$ cat src/rtl/fifo_uart_tx.sv
// Pops bytes from a show-ahead FIFO and serialises them as UART 8N1, LSB first.
// Define FIFO_UART_TX_PARITY_EN to insert an even-parity bit (8E1).
module fifo_uart_tx #(
    parameter int CLKS_PER_BIT = 434,
    parameter int CNT_W        = 16
) (
    input  logic             clk,
    input  logic             srst,
    input  logic             enable,
    input  logic             fifo_empty,
    input  logic [7:0]       fifo_dout,
    output logic             fifo_re,
    output logic             txd,
    output logic             busy,
    output logic             tx_done,
    output logic [CNT_W-1:0] frame_cnt
);

    localparam int BAUD_W = (CLKS_PER_BIT > 1) ? $clog2(CLKS_PER_BIT) : 1;
    localparam logic [BAUD_W-1:0] BAUD_LAST = BAUD_W'(CLKS_PER_BIT - 1);
    localparam logic [BAUD_W-1:0] BAUD_ONE  = BAUD_W'(1);
    localparam logic [CNT_W-1:0]  CNT_ONE   = CNT_W'(1);

    typedef enum logic [2:0] {
        IDLE   = 3'd0,
        START  = 3'd1,
        DATA   = 3'd2,
        PARITY = 3'd3,
        STOP   = 3'd4
    } state_t;

    state_t            state_q, state_d;
    logic [BAUD_W-1:0] baud_q, baud_d;
    logic [2:0]        bit_q, bit_d;
    logic [7:0]        shift_q, shift_d;
    logic              txd_q, txd_d;
    logic [CNT_W-1:0]  cnt_q, cnt_d;
    logic              pop_c, done_c, baud_last;
`ifdef FIFO_UART_TX_PARITY_EN
    logic              par_q, par_d;
`endif

    always_ff @(posedge clk or posedge srst) begin
        if (srst) begin
            state_q <= IDLE;
            baud_q  <= '0;
            bit_q   <= '0;
            shift_q <= '0;
            txd_q   <= 1'b1;
            cnt_q   <= '0;
`ifdef FIFO_UART_TX_PARITY_EN
            par_q   <= 1'b0;
`endif
        end else begin
            state_q <= state_d;
            baud_q  <= baud_d;
            bit_q   <= bit_d;
            shift_q <= shift_d;
            txd_q   <= txd_d;
            cnt_q   <= cnt_d;
`ifdef FIFO_UART_TX_PARITY_EN
            par_q   <= par_d;
`endif
        end
    end

    assign baud_last = (baud_q == BAUD_LAST);

    always_comb begin
        state_d = state_q;
        baud_d  = baud_q;
        bit_d   = bit_q;
        shift_d = shift_q;
        txd_d   = txd_q;
        cnt_d   = cnt_q;
        pop_c   = 1'b0;
        done_c  = 1'b0;
`ifdef FIFO_UART_TX_PARITY_EN
        par_d   = par_q;
`endif
        if (state_q != IDLE) begin
            baud_d = baud_last ? '0 : baud_q + BAUD_ONE;
        end
        case (state_q)
            IDLE: begin
                txd_d = 1'b1;
                if (enable && !fifo_empty) begin
                    // Latch the show-ahead byte on the same edge that pops it.
                    pop_c   = 1'b1;
                    shift_d = fifo_dout;
                    txd_d   = 1'b0;
                    baud_d  = '0;
                    bit_d   = '0;
                    state_d = START;
`ifdef FIFO_UART_TX_PARITY_EN
                    par_d   = ^fifo_dout;
`endif
                end
            end
            START: begin
                if (baud_last) begin
                    txd_d   = shift_q[0];
                    shift_d = {1'b0, shift_q[7:1]};
                    state_d = DATA;
                end
            end
            DATA: begin
                if (baud_last) begin
                    if (bit_q == 3'd7) begin
`ifdef FIFO_UART_TX_PARITY_EN
                        txd_d   = par_q;
                        state_d = PARITY;
`else
                        txd_d   = 1'b1;
                        state_d = STOP;
`endif
                    end else begin
                        bit_d   = bit_q + 3'd1;
                        txd_d   = shift_q[0];
                        shift_d = {1'b0, shift_q[7:1]};
                    end
                end
            end
`ifdef FIFO_UART_TX_PARITY_EN
            PARITY: begin
                if (baud_last) begin
                    txd_d   = 1'b1;
                    state_d = STOP;
                end
            end
`endif
            STOP: begin
                if (baud_last) begin
                    done_c  = 1'b1;
                    cnt_d   = cnt_q + CNT_ONE;
                    state_d = IDLE;
                end
            end
            default: begin
                txd_d   = 1'b1;
                state_d = IDLE;
            end
        endcase
    end

    // The async reset already forces IDLE, so the pop must also be masked by srst.
    assign fifo_re   = pop_c & ~srst;
    assign txd       = txd_q;
    assign busy      = (state_q != IDLE);
    assign tx_done   = done_c;
    assign frame_cnt = cnt_q;

endmodule

$ cat config.mk
export PLATFORM = sky130hd
export DESIGN_NAME = fifo_uart_tx
export DESIGN_NICKNAME = d
export VERILOG_FILES = /design/src/rtl/fifo_uart_tx.sv
export SDC_FILE = /design/constraint.sdc
export NUM_CORES = 1
export LEC_CHECK = 0
export CORE_UTILIZATION = 40
export CTS_BUF_LIST = sky130_fd_sc_hd__clkbuf_4
export DETAILED_ROUTE_END_ITERATION = 8
export SYNTH_ARGS = -nofsm -noshare
export SYNTH_HDL_FRONTEND = slang
export SYNTH_SLANG_ARGS = --single-unit
$ cat constraint.sdc
create_clock -name clk -period 2.5 [get_ports clk]
set_clock_uncertainty 0.05 [all_clocks]
set_input_delay 0.375 -clock clk [delete_from_list [all_inputs] [get_ports clk]]
set_output_delay 0.375 -clock clk [all_outputs]
set_load 0.02 [all_outputs]
### After elaboration in Yosys (flattened, before gate mapping)

Cells that the tools add are included.

* $add $sub $neg: 3
* eq/ne operators: 11
* mux-type cells: 28
* bitwise logic cells: 3
* reductions and logical operators: 11

Operator list (number)
* $mux W9: 4
* $mux W8: 4
* $mux W3: 8
* $pmux W8 S3: 1
* $add A16 B1 Y16 const B: 1
* $ne A2 B2 Y1 const B: 6
* $pmux W3 S4: 1
* $reduce_and A5 Y1: 2
* $add A9 B1 Y9 const B: 1
* $eq A9 B9 Y1 const B: 1
* $mux W1: 8
* $eq A3 B3 Y1 const B: 2
* $pmux W3 S2: 1
* $reduce_bool A3 Y1: 2
* $pmux W1 S4: 1
* $reduce_and A4 Y1: 1
* $add A3 B1 Y3 const B: 1
* $eq A3 B1 Y1 const B: 1
* $eq A3 B2 Y1 const B: 1
* $logic_not A3 Y1: 1
* $reduce_and A3 Y1: 1
* $not A1 Y1: 2
* $reduce_and A2 Y1: 1
* $reduce_bool A2 Y1: 1
* other kinds (3): 3

* flip-flop bits (word level): 40
* output and inout port bits: 20

### Depth between registers and ports, before layout

* word-level depth: 5
* mapped depth: 7
* gate-level depth less buffers: 6

### Worst setup path before layout

No wires, ideal clock.

* kind: reg2reg
* from: reg bit_q[0]
* to: reg shift_q[0]
* setup time: 125 ps
* arrival time: 1936 ps
* required time: 2325 ps
* path slack: 390 ps
* stages on the path, launching flop included: 6
* path buffers: 0
* path through: dfrtp_1 -> ha_1 -> ha_1 -> or3_4 -> a221oi_4 -> mux2_2

* longest elaborated chain between the ends: 3

RTL lines
* from (decl): line 34 `logic [2:0] bit_q, bit_d;`
* from (signal assigned): line 57 `bit_q <= bit_d;`
* $eq A3 B3 Y1: line 109 `if (bit_q == 3'd7) begin`
* $ne A2 B2 Y1 (no source line)
* $reduce_and A5 Y1 (no source line)
* to (signal assigned): line 58 `shift_q <= shift_d;`
* to (decl): line 35 `logic [7:0] shift_q, shift_d;`

Every way passes these cells.
A chain may end at the register's enable or synchronous reset.

### Worst setup path after layout

* from: reg baud_q[6]
* to: out tx_done

* longest elaborated chain between the ends: 3

RTL lines
* from (decl): line 33 `logic [BAUD_W-1:0] baud_q, baud_d;`
* from (signal assigned): line 56 `baud_q <= baud_d;`
* $eq A9 B9 Y1: line 67 `assign baud_last = (baud_q == BAUD_LAST);`
* $mux W1: line 133 `if (baud_last) begin`
* $mux W1: line 84 `case (state_q)`
* to (decl): line 15 `output logic tx_done,`

Every way passes these cells.

==> results.json <==
{
  "drc_errors": 0,
  "hold_class": "reg2reg",
  "cts_buffer_depth": 2,
  "routed_wl_um": 4410,
  "cts_root_buf": "clkbuf_4",
  "clock_latency_ns": 0.35,
  "r2r-start": "bit_q[0]$_DFFE_PP0P_",
  "via_per_inst": 5.44,
  "post_drt_wl_per_cell_um": 14.8,
  "syn_inst": 189,
  "cts_tree": "yes",
  "diodes": 0,
  "cp_num_buf_inv": 1,
  "detailedPlace.worstSlack_ns": 0.159,
  "rr_worst_depth": 5,
  "outcome": "finished, final reports clean",
  "grt_setup_unrepaired": "false",
  "cp_top_family": "simple AND/OR/NAND/NOR gates",
  "num-nets-final": 247,
  "ys_seq_area_share_pct": 48.2,
  "yosys_warnings": 0,
  "cp.required_ns": 2.08,
  "num_vias": 1621,
  "yosysUniqueCellTypes": 45,
  "crit_slowest_cell": "or4b_4",
  "cap_viol_max_count": 0,
  "hold_end": "frame_cnt[15]$_DFFE_PP0P_",
  "dieArea_um2": 5490,
  "synth_edf_count": 0,
  "grt_antenna_before_repair": 0,
  "totalPowerFinal_w": 0.00175,
  "rows": 25,
  "fin_crit_ns": 2.44,
  "leakagePower_nw": 1.10,
  "ios": 32,
  "setup_viol": 0,
  "htreeDepth": 2,
  "final_cells": 298,
  "dieWidth_um": 74.1,
  "vdd_drop_max_v": 0.000338,
  "start_util_pct": 42.9,
  "track_usage_pct": 18.2,
  "period_share_pct": 97.8,
  "die_h_um": 74.1,
  "synth_fp_nets": 206,
  "r2r_end": "shift_q[4]$_DFFE_PP0P_",
  "setup_tns_ns": 0,
  "dp_hpwl_um": 3180,
  "syn_area_um2": 2080,
  "crit_type": "reg2out",
  "cp.arrival_ns": 2.02,
  "slew_headroom_pct": 58.2,
  "finalMaxSlewViolations": 0,
  "placed_cells": 290,
  "hold_depth": 1,
  "area_delta_synth_final_pct": 23.8,
  "clock-sinks": 40,
  "max_freq_mhz": 409,
  "worst_slew_pin_slew_ns": 0.621,
  "grt_first_pass_wirelength_um": 7670,
  "slowest_delay_ns": 0.63,
  "hold_start": "frame_cnt[15]$_DFFE_PP0P_",
  "crit_chain": "or4b_4 > nor3_4 > dlygate4sd2_1",
  "first_pass_iters": 6,
  "critPathMaxFanout": 6,
  "ys_ff_latch": 40,
  "drtAntennaViolNets": 0,
  "setup_ws_ns": 0.0555,
  "start_kind": "flip-flop",
  "clk_pin_slew_worst_paths_ns": 0.12,
  "place.gp.congestion": 0.852,
  "endpoint_kind": "primary output",
  "whs_ns": 0.429,
  "grt_pass1_vias": 1673,
  "hold_viol": 0,
  "synthArstFlopShare_pct": 100,
  "avgSynthCellArea_um2": 11.0,
  "io_buffers": 31,
  "cts_setup_buffers": 0,
  "synth_ff_type": "dfrtp_1",
  "drive_above_1_share_pct": 19.0,
  "grt_overflow": 0,
  "cts_buffers": 5,
  "grt_max_degree": 41,
  "drt_iter0_markers": 43,
  "coreArea_um2": 4850,
  "powerDensity_nw_per_um2": 678,
  "ff2ff_setup_slack_ns": 0.23
}
cell families after synthesis:
logic type | share of synthesized area, %
adders and majority gates | 3.01
muxes | 9.15
xor gates and xnor gates | 7.16
DFF | 48.2
buffers and inverters | 2.65
and+or+nand+nor | 18.6
AOI/OAI and AO/OA | 11.3
worst max path at each step:
stage | to | slack [ns] | cells past startpoint | start
4_1_cts | fifo_re | 0.05 | 4 | state_q[0]$_DFFE_PP0P_
6_report | tx_done | 0.06 | 3 | baud_q[6]$_DFF_PP0_
5_1_grt | tx_done | 0.002 | 3 | baud_q[6]$_DFF_PP0_
2_1_floorplan | shift_q[0]$_DFFE_PP0P_ | 0.39 | 5 | bit_q[0]$_DFFE_PP0P_
3_5_place_dp | tx_done | 0.16 | 3 | baud_q[6]$_DFF_PP0_
3_3_place_gp | tx_done | 0.20 | 3 | baud_q[6]$_DFF_PP0_
worst register-to-register path: stages, from the launching register on:
cell and delay (ns):
dfrtp_1 0.43, ha_1 0.21, ha_1 0.23, or3_4 0.36, a221oi_4 0.51, mux2_2 0.39
sequential cells by signal (all words and copies together), names as in the netlist:
name       flops
state_q        3
shift_q        8
txd            1
bit_q          3
baud_q         9
frame_cnt     16
cell type report:
type	count	area, um2
fillers	454	2270
multi-input cells	137	1030
flip-flops and latches	40	1000
repair buffers	40	379
well taps	67	83.8
clock buffers	8	60.1
inverters	6	22.5
repair_timing:
action / CTS / global route
gates resized for setup: 2 / 1
hold endpoints to repair: 0 / 0
setup endpoints to repair: 2 / 1
hold buffers: 0 / 0
cell usage in the layout (no fill, tap or decap), types with 3 or more instances in the layout:
master,instances
xnor2_1,16
o21ai_0,11
dfrtp_1,39
mux2_2,16
clkdlybuf4s50_1,29
ha_1,5
nand3_1,13
inv_1,5
nand2_1,12
nand4_1,6
and4_1,3
a31oi_1,4
nor2_1,6
buf_4,9
clkbuf_4,8
and3_1,3
a21oi_1,8
metrics by stage:
step,area [um2],utilization [%]
after floorplan,2080,-
after global placement,2510,51.7
after detailed placement,2510,51.7
after CTS,2570,53.1
after global routing,2570,53.1
final,2570,53.1
power breakdown:
part           switching (W)  internal (W)
clock network       0.000206      0.000145
registers           0.000125      0.000799
logic               0.000221      0.000249
total               0.000552       0.00119
synthesized netlist by cell type (2+ instances only):
master | number | share of area [%]
dfrtp_1 | 39 | 47
mux2_2 | 16 | 8.7
xnor2_1 | 16 | 6.7
nand3_1 | 13 | 3.1
nand2_1 | 12 | 2.2
o21ai_0 | 11 | 2.6
a21oi_1 | 8 | 1.9
nand4_1 | 6 | 1.8
nor2_1 | 6 | 1.1
ha_1 | 5 | 3.0
inv_1 | 5 | 0.90
a31oi_1 | 4 | 1.2
and3_1 | 3 | 0.90
and4_1 | 3 | 1.3
clkbuf_1 | 3 | 0.54
nor3_1 | 3 | 0.72
a22oi_1 | 2 | 0.72
and2_1 | 2 | 0.60
buf_2 | 2 | 0.48
nand2b_1 | 2 | 0.60
nor2b_1 | 2 | 0.60
nor4_1 | 2 | 0.60
o22ai_1 | 2 | 0.60
layer usage:
layer | routed length (um) | GRT usage (%) | vias up | share of wire [%]
met4 | 55 | 5.77 | 0 | 1.2
met3 | 148 | 3.66 | 6 | 3.4
met1 | 1990 | 22.9 | 801 | 45
met5 | 0 | 0 | - | 0
met2 | 2220 | 31.5 | 39 | 50
li1 | - | - | 775 | -
Power figures use the tool's default switching activity.
